**src/rtl/router_dest_reader_if.sv**
```systemverilog
// Router output-FIFO read side plus downstream byte sink and packet status, bundled for router_dest_reader.
interface router_dest_reader_if;
    logic       vld_out;
    logic [7:0] data_out;
    logic       soft_reset;
    logic       read_enb;
    logic [7:0] byte_out;
    logic       byte_valid;
    logic       byte_ready;
    logic [5:0] pkt_len;
    logic       addr_err;
    logic       pkt_done;
    logic       parity_err;
    logic       abort;
    logic       busy;

    modport master (
        output vld_out, data_out, soft_reset, byte_ready,
        input  read_enb, byte_out, byte_valid, pkt_len, addr_err,
               pkt_done, parity_err, abort, busy
    );

    modport slave (
        input  vld_out, data_out, soft_reset, byte_ready,
        output read_enb, byte_out, byte_valid, pkt_len, addr_err,
               pkt_done, parity_err, abort, busy
    );
endinterface

```
**src/rtl/router_dest_reader.sv**
```systemverilog
// Pulls one packet (header, payload, parity) from a router output FIFO,
// streams the payload through a 2-entry buffer and reports address/parity status.
module router_dest_reader #(
    parameter logic [1:0] ID_ADDR = 2'b00
) (
    input logic               clock,
    input logic               resetn,
    router_dest_reader_if.slave bus
);
    localparam logic [1:0] IDLE = 2'd0;
    localparam logic [1:0] HDR  = 2'd1;
    localparam logic [1:0] PAY  = 2'd2;
    localparam logic [1:0] PAR  = 2'd3;

    logic [1:0] state_q, state_d;
    logic       rd_q, rd_d;
    logic [6:0] rd_left_q, rd_left_d;
    logic [5:0] cap_left_q, cap_left_d;
    logic [7:0] acc_q, acc_d;
    logic [7:0] obuf_q [2];
    logic [7:0] obuf_d [2];
    logic       wr_ptr_q, wr_ptr_d;
    logic       rd_ptr_q, rd_ptr_d;
    logic [1:0] cnt_q, cnt_d;
    logic [5:0] pkt_len_q, pkt_len_d;
    logic       addr_err_q, addr_err_d;
    logic       parity_err_q, parity_err_d;
    logic       pkt_done_q, pkt_done_d;
    logic       abort_q, abort_d;

    logic       flush;
    logic       room;
    logic       rd_issue;
    logic       push;
    logic       pop;

    always_comb begin
        state_d      = state_q;
        rd_left_d    = rd_left_q;
        cap_left_d   = cap_left_q;
        acc_d        = acc_q;
        obuf_d       = obuf_q;
        wr_ptr_d     = wr_ptr_q;
        rd_ptr_d     = rd_ptr_q;
        pkt_len_d    = pkt_len_q;
        addr_err_d   = addr_err_q;
        parity_err_d = parity_err_q;
        pkt_done_d   = 1'b0;
        abort_d      = 1'b0;
        push         = 1'b0;
        rd_issue     = 1'b0;

        flush = bus.soft_reset && (state_q != IDLE);
        pop   = (cnt_q != 2'd0) && bus.byte_ready;
        // Buffered bytes plus the byte still in flight must leave a free slot.
        room  = ({1'b0, cnt_q} + {2'b00, rd_q}) < 3'd2;

        if (bus.vld_out && room && !flush) begin
            case (state_q)
                IDLE:     rd_issue = 1'b1;
                PAY, PAR: rd_issue = (rd_left_q != 7'd0);
                default:  rd_issue = 1'b0;
            endcase
        end
        rd_d = rd_issue;

        case (state_q)
            IDLE: begin
                if (rd_issue) state_d = HDR;
            end
            HDR: begin
                if (rd_q) begin
                    pkt_len_d    = bus.data_out[7:2];
                    addr_err_d   = (bus.data_out[1:0] != ID_ADDR);
                    parity_err_d = 1'b0;
                    acc_d        = bus.data_out;
                    cap_left_d   = bus.data_out[7:2];
                    rd_left_d    = {1'b0, bus.data_out[7:2]} + 7'd1;
                    state_d      = (bus.data_out[7:2] == 6'd0) ? PAR : PAY;
                end
            end
            PAY: begin
                if (rd_issue) rd_left_d = rd_left_q - 7'd1;
                if (rd_q) begin
                    push       = 1'b1;
                    acc_d      = acc_q ^ bus.data_out;
                    cap_left_d = cap_left_q - 6'd1;
                    if (cap_left_q == 6'd1) state_d = PAR;
                end
            end
            default: begin
                if (rd_issue) rd_left_d = rd_left_q - 7'd1;
                if (rd_q) begin
                    pkt_done_d   = 1'b1;
                    parity_err_d = (acc_q != bus.data_out);
                    state_d      = IDLE;
                end
            end
        endcase

        if (push) begin
            obuf_d[wr_ptr_q] = bus.data_out;
            wr_ptr_d         = ~wr_ptr_q;
        end
        if (pop) rd_ptr_d = ~rd_ptr_q;
        cnt_d = cnt_q + {1'b0, push} - {1'b0, pop};

        // A flush discards the whole packet, including any capture landing this cycle.
        if (flush) begin
            state_d      = IDLE;
            rd_d         = 1'b0;
            cnt_d        = 2'd0;
            wr_ptr_d     = 1'b0;
            rd_ptr_d     = 1'b0;
            pkt_len_d    = pkt_len_q;
            addr_err_d   = addr_err_q;
            parity_err_d = parity_err_q;
            pkt_done_d   = 1'b0;
            abort_d      = 1'b1;
        end
    end

    always_ff @(posedge clock or negedge resetn) begin
        if (!resetn) begin
            state_q      <= IDLE;
            rd_q         <= 1'b0;
            rd_left_q    <= '0;
            cap_left_q   <= '0;
            acc_q        <= '0;
            obuf_q[0]    <= '0;
            obuf_q[1]    <= '0;
            wr_ptr_q     <= 1'b0;
            rd_ptr_q     <= 1'b0;
            cnt_q        <= '0;
            pkt_len_q    <= '0;
            addr_err_q   <= 1'b0;
            parity_err_q <= 1'b0;
            pkt_done_q   <= 1'b0;
            abort_q      <= 1'b0;
        end else begin
            state_q      <= state_d;
            rd_q         <= rd_d;
            rd_left_q    <= rd_left_d;
            cap_left_q   <= cap_left_d;
            acc_q        <= acc_d;
            obuf_q       <= obuf_d;
            wr_ptr_q     <= wr_ptr_d;
            rd_ptr_q     <= rd_ptr_d;
            cnt_q        <= cnt_d;
            pkt_len_q    <= pkt_len_d;
            addr_err_q   <= addr_err_d;
            parity_err_q <= parity_err_d;
            pkt_done_q   <= pkt_done_d;
            abort_q      <= abort_d;
        end
    end

    // read_enb is combinational, so it is gated to stay low while reset is held.
    assign bus.read_enb   = rd_issue && resetn;
    assign bus.byte_out   = obuf_q[rd_ptr_q];
    assign bus.byte_valid = (cnt_q != 2'd0);
    assign bus.pkt_len    = pkt_len_q;
    assign bus.addr_err   = addr_err_q;
    assign bus.parity_err = parity_err_q;
    assign bus.pkt_done   = pkt_done_q;
    assign bus.abort      = abort_q;
    assign bus.busy       = (state_q != IDLE);
endmodule

```
**src/flat_wrapper.sv**
```systemverilog
// flat-port wrapper written by rule: the top's interface ports become plain ports
module router_dest_reader_flat 
#(
    parameter logic [1:0] ID_ADDR = 2'b00
)
  (clock, resetn, bus_vld_out, bus_data_out, bus_soft_reset, bus_byte_ready, bus_read_enb, bus_byte_out, bus_byte_valid, bus_pkt_len, bus_addr_err, bus_pkt_done, bus_parity_err, bus_abort, bus_busy);
  router_dest_reader_if bus_i ();
  input logic clock;
  input logic resetn;
  input wire logic [$bits(bus_i.vld_out)-1:0] bus_vld_out;
  input wire logic [$bits(bus_i.data_out)-1:0] bus_data_out;
  input wire logic [$bits(bus_i.soft_reset)-1:0] bus_soft_reset;
  input wire logic [$bits(bus_i.byte_ready)-1:0] bus_byte_ready;
  output wire logic [$bits(bus_i.read_enb)-1:0] bus_read_enb;
  output wire logic [$bits(bus_i.byte_out)-1:0] bus_byte_out;
  output wire logic [$bits(bus_i.byte_valid)-1:0] bus_byte_valid;
  output wire logic [$bits(bus_i.pkt_len)-1:0] bus_pkt_len;
  output wire logic [$bits(bus_i.addr_err)-1:0] bus_addr_err;
  output wire logic [$bits(bus_i.pkt_done)-1:0] bus_pkt_done;
  output wire logic [$bits(bus_i.parity_err)-1:0] bus_parity_err;
  output wire logic [$bits(bus_i.abort)-1:0] bus_abort;
  output wire logic [$bits(bus_i.busy)-1:0] bus_busy;
  assign bus_i.vld_out = bus_vld_out;
  assign bus_i.data_out = bus_data_out;
  assign bus_i.soft_reset = bus_soft_reset;
  assign bus_i.byte_ready = bus_byte_ready;
  assign bus_read_enb = bus_i.read_enb;
  assign bus_byte_out = bus_i.byte_out;
  assign bus_byte_valid = bus_i.byte_valid;
  assign bus_pkt_len = bus_i.pkt_len;
  assign bus_addr_err = bus_i.addr_err;
  assign bus_pkt_done = bus_i.pkt_done;
  assign bus_parity_err = bus_i.parity_err;
  assign bus_abort = bus_i.abort;
  assign bus_busy = bus_i.busy;
  router_dest_reader #(.ID_ADDR(ID_ADDR)) u_core (.clock(clock), .resetn(resetn), .bus(bus_i));
endmodule
```
**config.mk**
```make
export PLATFORM = sky130hd
export DESIGN_NAME = router_dest_reader_flat
export DESIGN_NICKNAME = d
export VERILOG_FILES = /design/src/rtl/router_dest_reader_if.sv /design/src/rtl/router_dest_reader.sv /design/src/flat_wrapper.sv
export SDC_FILE = /design/constraint.sdc
export NUM_CORES = 1
export LEC_CHECK = 0
export ABC_CLOCK_PERIOD_IN_PS = 2400
export CORE_MARGIN = 5
export CORE_UTILIZATION = 51
export CTS_CLUSTER_DIAMETER = 120
export DETAILED_ROUTE_END_ITERATION = 7
export PLACE_DENSITY = 0.86
export SLEW_MARGIN = 25
export SYNTH_ARGS = -nofsm -noshare
export SYNTH_HDL_FRONTEND = slang
export SYNTH_SLANG_ARGS = --single-unit
```
**constraint.sdc**
```tcl
create_clock -name clock -period 2.4 [get_ports clock]
set_clock_uncertainty 0.15 [all_clocks]
set_input_delay 0.48 -clock clock [delete_from_list [all_inputs] [get_ports clock]]
set_output_delay 0.48 -clock clock [all_outputs]
set_load 0.005 [all_outputs]
```
# --- Word level (Yosys, flattened, before mapping) ---
# Index checks and enable logic that the tools add are counted.
classes:
  n_mux: 39
  bitwise: 8
  eq_ne: 11
  reduce_logical: 26
  add_sub_neg: 6
  n_lt_le_gt_ge: 4
ops:
  columns: ["cell", "n"]
  rows:
  - ["8-bit 2-to-1 mux", 6]
  - ["16-bit bitwise mux", 1]
  - ["8-bit one-hot mux with 2 select lines", 1]
  - ["1-bit 2-to-1 mux", 14]
  - ["2-bit 2-to-1 mux", 7]
  - ["7-bit 2-to-1 mux", 2]
  - ["7-bit one-hot mux with 2 select lines", 1]
  - ["2-bit nonzero test", 7]
  - ["6-bit 2-to-1 mux", 2]
  - ["3-bit by 1-bit != test with 1-bit output, second input constant", 4]
  - ["6-bit one-hot mux with 2 select lines", 1]
  - ["3-bit AND reduction", 4]
  - ["8-bit demux with 1-bit select", 1]
  - ["8-bit != test", 1]
  - ["8-bit bitwise XOR", 1]
  - ["6-bit by 1-bit adder with 7-bit output, second input constant", 1]
  - ["7-bit nonzero test", 1]
  - ["7-bit by 1-bit subtractor with 7-bit output, second input constant", 1]
  - ["6-bit by 1-bit == test with 1-bit output, second input constant", 1]
  - ["1-bit logical AND", 6]
  - ["6-bit zero test", 1]
  - ["2-bit one-hot mux with 3 select lines", 1]
  - ["6-bit by 1-bit subtractor with 6-bit output, second input constant", 1]
  - ["1-bit NOT", 5]
  - ["other kinds (17)", 23]
word_totals:
  elab_cells: 109
  ff_bits: 54
  out_inout_bits: 21

# --- Longest topological paths before layout ---
# Gate-level depths: netlist of the first run.
logic_depth:
  depth_word: 8
  mapped_depth: 9
  mapped_depth_nobuf: 8

# --- Worst setup path before layout of the first run ---
# OpenSTA, ideal clock, no wires.
synth_path:
  kind: "register to register"
  start: "reg u_core.state_q[1]"
  end: "reg u_core.pkt_len_q[0], in the netlist u_core.bus.pkt_len[0]"
  t_required_ns: 2.125
  arrival_ns: 1.947
  setup_slack_ns: 0.179
  synth_period_minus_slack_ns: 2.221
  stages_incl_launch_ff: 7
  setup_ns: 0.125
  path_cell_list: "dfrtp_1 inv_1 ha_1 buf_1 nand2_1 nor2_1 mux2_2"
synth_via:
  elab_chain_cells: 4
  elab_cells_between_ends: 5
  cone_classes: "eq/ne: 1; bitwise: 1; reduce/logical: 3"
synth_rtl:
  columns: ["item", "line_no", "rtl"]
  rows:
  - ["start, declared", "router_dest_reader.sv:15", "logic [1:0] state_q, state_d;"]
  - ["start signal, assigned", "router_dest_reader.sv:141", "state_q <= state_d;"]
  - ["2-bit nonzero test", "router_dest_reader.sv:53", "flush = bus.soft_reset && (state_q != IDLE);"]
  - ["1-bit logical AND", "router_dest_reader.sv:53", null]
  - ["1-bit NOT (no source line)", null, null]
  - ["3-bit AND reduction (no source line) (*)", null, null]
  - ["end signal, assigned", "router_dest_reader.sv:150", "pkt_len_q <= pkt_len_d;"]
  - ["end, declared", "router_dest_reader.sv:25", "logic [5:0] pkt_len_q, pkt_len_d;"]
# Mark *: on every way between the ends. The rest lies on a longest branch, timed or not.
# A chain may end at the register's enable or synchronous reset.

# --- Worst setup path after layout of the first run ---
layout_path:
  start: "reg u_core.rd_left_q[0]"
  end: "out bus_read_enb"
layout_via:
  elab_chain_cells: 4
layout_rtl:
  columns: ["item", "line_no", "rtl"]
  rows:
  - ["start, declared", "router_dest_reader.sv:17", "logic [6:0] rd_left_q, rd_left_d;"]
  - ["start signal, assigned", "router_dest_reader.sv:143", "rd_left_q <= rd_left_d;"]
  - ["7-bit nonzero test", "router_dest_reader.sv:61", "PAY, PAR: rd_issue = (rd_left_q != 7'd0);"]
  - ["1-bit one-hot mux with 2 select lines", "router_dest_reader.sv:59", "case (state_q)"]
  - ["1-bit 2-to-1 mux", "router_dest_reader.sv:58", "if (bus.vld_out && room && !flush) begin"]
  - ["1-bit logical AND", "router_dest_reader.sv:159", "assign bus.read_enb = rd_issue && resetn;"]
  - ["end, declared", "flat_wrapper.sv:14", "output wire logic [$bits(bus_i.read_enb)-1:0] bus_read_enb;"]
# Every way passes these cells.

==> flow_summary.yaml, run 1 <==
timing:
  slew_violations: 0
  report.final.setup_viol: 1
  fmax_mhz: 374
  hold_viol_final: 0
  worst_slack_ns: -0.275
  worst_pin_slew_ns: 0.690
  rsz0062_at_grt: "yes"
  fin_crit_sh_pct: 111
  period_needed_ns: 2.68
  slew_headroom_pct: 54.0
setup_path:
  slowest_delay_ns: 0.48
  critical_path.slowest_cell: "or4b_4"
  worstPathMaxFanout: 4
  cp-start-kind: "flop"
  crit_chain: "inv_2 -> buf_6 -> ha_4 -> or4b_4 -> nor3_4 -> a2111oi_4 -> and2_1 -> buf_2"
  path_class: "reg -> out"
  required_ns: 1.77
  endpoint_kind: "primary output"
  crit_arrival_ns: 2.05
grt:
  grt_antenna_before_repair: 0
  grt-ovfl-total: 0
  grt_use_total_pct: 21.0
  grt_max_degree: 55
  grt_pass1_vias: 2530
  grt_pass1_wl_um: 12300
status:
  violations: "negative setup slack"
  status: "finished, violations left"
yosys:
  synth-edff-count: 0
  yosys.area.top_type: "dfrtp_1"
  ys_warn_count: 0
  ys_dominant_reg_cell: "dfrtp_1"
  synth_seq_cells: 54
  synth_top_area_share_pct: 45.7
  ys_async_sr_fraction_pct: 100
  avgSynthCellArea_sq_um: 9.91
  synth_area_leaders: "dfrtp_1 46%, mux2_2 9.9%, ha_1 5.1%"
  syn_nets: 323
  ys_seq_area_share_pct: 45.7
  ys_types: 49
  synth_area_sq_um: 2950
  syn_inst: 298
floorplan:
  rows: 27
  die_w_um: 86.1
  die_area_sq_um: 7410
  io_pins: 34
  initial_utilization_pct: 53.0
  chipHeight_um: 86.1
  coreArea_sq_um: 5570
routing:
  drtAntennaViolNets: 0
  wl_met3_um: 282
  wl_per_cell_um: 16.6
  first_iter_violations: 206
  drc_errors: 0
  vias_per_cell: 5.73
  via_count: 2499
  met2_length_um: 3690
  wirelength_um: 7240
  highest_layer: "met4"
  firstDrtPassIters: 4
  met1_length_um: 3070
place:
  placed_cells: 417
  placed_cell_area_sq_um: 3530
  io_buffers: 33
  hpwl_um: 4970
  gp_congestion: 0.861
final_layout:
  final_cells: 436
  layout_commonest_cell: "dfrtp_1"
  fin_nets: 388
  area_growth_pct: 28.1
  final_area_sq_um: 3780
  drive_above_1_share_pct: 25.0
  antennaDiodeCount: 0
  fill_cells: 398
  layout_common_cells: "53 x dfrtp_1, 39 x buf_4, 31 x clkdlybuf4s50_1"
power_and_ir_drop:
  irDropWorstVdd_mv: 0.771
  finalPower_mw: 5.04
  power_density_nw_per_um2: 1330
  p_leak_nw: 1.64
job:
  maxCapViolations: 0
clocking:
  clkTransAtPathRegs_ns: 0.10
  cts_sinks: 54
  cts_tree: "yes"
  insertion_delay_ns: 0.32
  numCtsBuffers: 5
  cts-root-buf: "clkbuf_8"
  htree_num_levels: 2
  cts_buffer_depth: 2
worst_hold_path:
  min_path_type: "in -> async"
## final cells by class
type,instances,area [sq um],area share [%]
multi-input combinational,213,1540,40.7
sequential,54,1350,35.7
timing repair buffer,74,636,16.8
tap,72,90.1,2.38
clock buffer,6,72.6,1.92
inverter,15,56.3,1.49
clock inverter,2,37.5,0.992
## per-layer routing
layer  global-route usage, %  vias to the layer above
met3                    3.36                       18
met1                    26.5                     1227
li1                        -                     1186
met4                    9.35                        0
met5                       0                        -
met2                    35.5                       68
## flip-flops by register name (all words and copies together), names as in the netlist, 2 cells and up
signal	count
u_core.acc_q	8
u_core.bus.pkt_len	6
u_core.cap_left_q	6
u_core.cnt_q	2
u_core.obuf_q	16
u_core.rd_left_q	7
u_core.state_q	2
## synth_stat cells (2+ instances only)
| cell type | count |
|---|---|
| nand4_1 | 5 |
| nand3_1 | 11 |
| mux2_2 | 26 |
| and2_1 | 6 |
| o21ai_1 | 6 |
| clkbuf_1 | 14 |
| nand2b_1 | 5 |
| dfrtp_1 | 54 |
| o211ai_1 | 2 |
| nor2_1 | 21 |
| o21ai_0 | 12 |
| a21oi_1 | 24 |
| and3_1 | 4 |
| ha_1 | 12 |
| nand2_1 | 21 |
| nor3_1 | 4 |
| a31oi_1 | 3 |
| inv_1 | 14 |
| xnor2_1 | 13 |
| xor2_1 | 2 |
| o22ai_1 | 11 |
## worst max-delay path: cells and delay by family, from the launching register on
family	cells	cell delay (ns)
simple gates	3	0.81
flops	1	0.40
buf+inv	3	0.28
fa+ha+maj	1	0.13
compound gates	1	0.10
## timing repair
| action | CTS | global route |
|---|---|---|
| setup buffers | 14 | 3 |
| resized for setup | 10 | 8 |
| pin swaps | 7 | 9 |
| setup endpoints to repair | 1 | 32 |
| hold buffers | 0 | 0 |
## stage by stage
| step | util (%) | hold WS [ns] | setup WS, ns | setup TNS (ns) |
|---|---|---|---|---|
| floorplan | - | 0.0344 | 0.179 | 0 |
| global placement | 63.4 | 0.311 | -0.496 | -0.501 |
| detailed placement | 63.4 | 0.318 | -0.611 | -0.649 |
| CTS | 67.6 | 0.236 | -0.293 | -0.821 |
| global route | 67.9 | 0.299 | -0.358 | -0.420 |
| finish | 67.9 | 0.221 | -0.275 | -0.275 |
## power by group
part | internal, mW | switching, mW | leakage (nW)
Clock | 0.312 | 0.311 | 0.0514
Sequential | 1.35 | 0.330 | 0.643
Combinational | 1.47 | 1.27 | 0.940
Total | 3.13 | 1.91 | 1.64
## worst paths after layout
kind	from	to	slack, ns	depth (start not counted)
worst max-delay path	u_core.rd_left_q[0]	bus_read_enb	-0.28	8
worst min-delay path	resetn	u_core.bus.pkt_len[3]	0.22	2
worst max register to register	u_core.rd_left_q[0]	u_core.rd_left_q[2]	0.08	9
worst min register to register	u_core.obuf_q[2]	u_core.obuf_q[2]	0.34	2
max in group asynchronous	resetn	u_core.rd_ptr_q	1.37	2
min in group clock	u_core.obuf_q[2]	u_core.obuf_q[2]	0.34	2
## logic make-up after synthesis
family | Yosys count | share of synthesized area, %
DFF | 54 | 45.7
xor gates and xnor gates | 15 | 4.45
muxes | 28 | 10.6
and+or+nand+nor | 86 | 15.0
AOI/OAI and AO/OA | 72 | 15.1
buffers and inverters | 31 | 3.98
adders and majority gates | 12 | 5.08
Power figures use the tool's default switching activity.
==> run 2: changes to the inputs <==
- SLEW_MARGIN: 25 -> 10
==> results of run 2 <==
Final layout, timing and power as in run 1 (identical DEF).
==> run 3: changes to the inputs <==
- ABC_CLOCK_PERIOD_IN_PS: 2400 -> 3300
- CORE_UTILIZATION: 51 -> 60
- PLACE_DENSITY: 0.86 -> 0.94
- clock period: 2.4 -> 3.3 ns (I/O delays scaled with it)
==> run 3 against run 2 <==
  * Critical path depth fell by 1
  * First-iteration DRC count shrank 5.3%
  * Non-clock buffer count fell by 31
  * The flow now finishes without violations
  * Flip-flop and latch count did not move
  * Utilization up 5.8 points
  * Combinational power decreased by 39%
  * Largest power group unchanged
  * Final area fell by 7.5%
  * Sequential share of layout area increased by 2.9 points
==> flow_summary.yaml, run 3 (synthesized netlist as in run 1, its figures left out) <==
place:
  placed_cells: 392
  hpwl_um: 4920
  io_buffers: 33
  gp_congestion: 0.961
  placed_cell_area_sq_um: 3380
setup_path:
  critPathLaunch: "u_core.rd_left_q[0]"
  r2r-start: "u_core.state_q[1]"
  cp-start-kind: "flop"
  critical_path.slowest_cell: "or4b_4"
  rr_worst_depth: 7
  path_class: "reg -> out"
  endpoint_kind: "primary output"
  r2r_end: "u_core.state_q[0]"
  rrSetupSlack_ns: 0.77
  worstPathMaxFanout: 4
  crit_arrival_ns: 2.39
  worstSetupEndpoint: "bus_read_enb"
  required_ns: 2.49
  slowest_delay_ns: 0.51
  crit_chain: "inv_2 -> ha_2 -> or4b_4 -> nor3_4 -> a2111oi_2 -> and2_1 -> clkdlybuf4s50_1"
grt:
  grt_antenna_before_repair: 0
  grt_pass1_wl_um: 11700
  grt_pass1_vias: 2424
  grt-ovfl-total: 0
  grt_max_degree: 55
  grt_use_total_pct: 23.7
routing:
  via_count: 2455
  firstDrtPassIters: 6
  drc_errors: 0
  wl_per_cell_um: 17.5
  first_iter_violations: 195
  drtAntennaViolNets: 0
  vias_per_cell: 6.15
  wirelength_um: 6970
clocking:
  clkTransAtPathRegs_ns: 0.10
  cts_buffer_depth: 2
  insertion_delay_ns: 0.31
  hold_buffers: 0
  numCtsBuffers: 5
  cts_tree: "yes"
  cts_sinks: 54
  htree_num_levels: 2
  cts-root-buf: "clkbuf_8"
final_layout:
  regMostFlops: "u_core.obuf_q"
  layout_commonest_cell: "dfrtp_1"
  final_util_pct: 73.6
  antennaDiodeCount: 0
  final_area_sq_um: 3500
  layout_common_cells: "54 x dfrtp_1, 32 x clkdlybuf4s50_1, 26 x mux2_2"
  largest_reg_flops: 16
  final_cells: 399
  area_growth_pct: 18.5
  drive_above_1_share_pct: 16.6
  reg_top3: "u_core.obuf_q: 16 flops, u_core.acc_q: 8 flops, u_core.rd_left_q: 7 flops"
  fin_nets: 357
  fill_cells: 327
floorplan:
  chipHeight_um: 80.2
  io_pins: 34
  die_area_sq_um: 6430
  rows: 25
  die_w_um: 80.2
  coreArea_sq_um: 4750
  initial_utilization_pct: 62.1
timing:
  fmax_mhz: 313
  period_needed_ns: 3.20
  fin_crit_sh_pct: 96.9
  worst_pin_slew_ns: 0.701
  slew_violations: 0
  rsz0062_at_grt: "no"
  slew_headroom_pct: 53.2
  report.final.setup_viol: 0
  whs_ns: 0.347
  hold_viol_final: 0
job:
  maxCapViolations: 0
worst_hold_path:
  hold_start: "u_core.obuf_q[11]"
  min_path_type: "reg -> reg"
status:
  status: "complete, no violations"
power_and_ir_drop:
  power_density_nw_per_um2: 970
  p_leak_nw: 1.49
  irDropWorstVdd_mv: 0.728
==> run 3: cell types whose count changed in the layout (fill, tap and decap cells not counted), sizes merged <==
cell and change:
buf -32, clkinvlp -1, clkdlybuf4s50 +1
==> run 3: metal layers <==
layer	global-route usage (%)	wire, um	part of all wire, %
met1	29.7	2770	40
met3	4.15	394	5.7
met4	8.61	181	2.6
met2	40.9	3630	52
met5	0	0	0
==> run 3: worst min path at each step <==
stage | to | depth (start not counted)
6_report | u_core.obuf_q[11] | 2
5_1_grt | u_core.obuf_q[11] | 2
4_1_cts | u_core.obuf_q[11] | 2
3_5_place_dp | u_core.obuf_q[2] | 2
3_3_place_gp | u_core.obuf_q[2] | 2
2_1_floorplan | u_core.acc_q[0] | 0
==> run 3: layout make-up <==
cell class,count,area [sq um],area share [%]
repair buffers,43,400,11.4
flip-flops and latches,54,1350,38.6
inverters,15,56.3,1.61
well taps,67,83.8,2.39
clock inverters,1,30.0,0.858
multi-input cells,213,1500,42.7
clock buffers,6,82.6,2.36
==> run 3: what timing repair did <==
action,in CTS,in global routing
resized for setup,1,4
setup buffers,0,0
endpoints found under the setup margin,1,1
==> run 3: critical path: cells and delay by family, from the launching register on <==
| family | cells | cell delay, ns |
|---|---|---|
| AND/OR/NAND/NOR | 3 | 0.87 |
| AO/OA/AOI/OAI | 1 | 0.10 |
| buffers and inverters | 2 | 0.52 |
| flip-flops | 1 | 0.41 |
| adder cells (fa/ha/maj) | 1 | 0.19 |
==> run 3: stage by stage <==
step                      TNS (ns)  setup slack (ns)  power (mW)
after global routing             0           0.00954        3.64
after CTS                        0            0.0423        3.37
after detailed placement   -0.0248           -0.0248        2.92
after global placement           0            0.0466        2.81
after floorplan                  0             0.914        2.30
final                            0             0.101        3.40
==> run 3: power by group <==
part	internal (mW)	switching, mW	total (mW)
Sequential	0.977	0.288	1.27
Clock	0.243	0.211	0.454
Combinational	0.863	0.814	1.68
Total	2.08	1.31	3.40
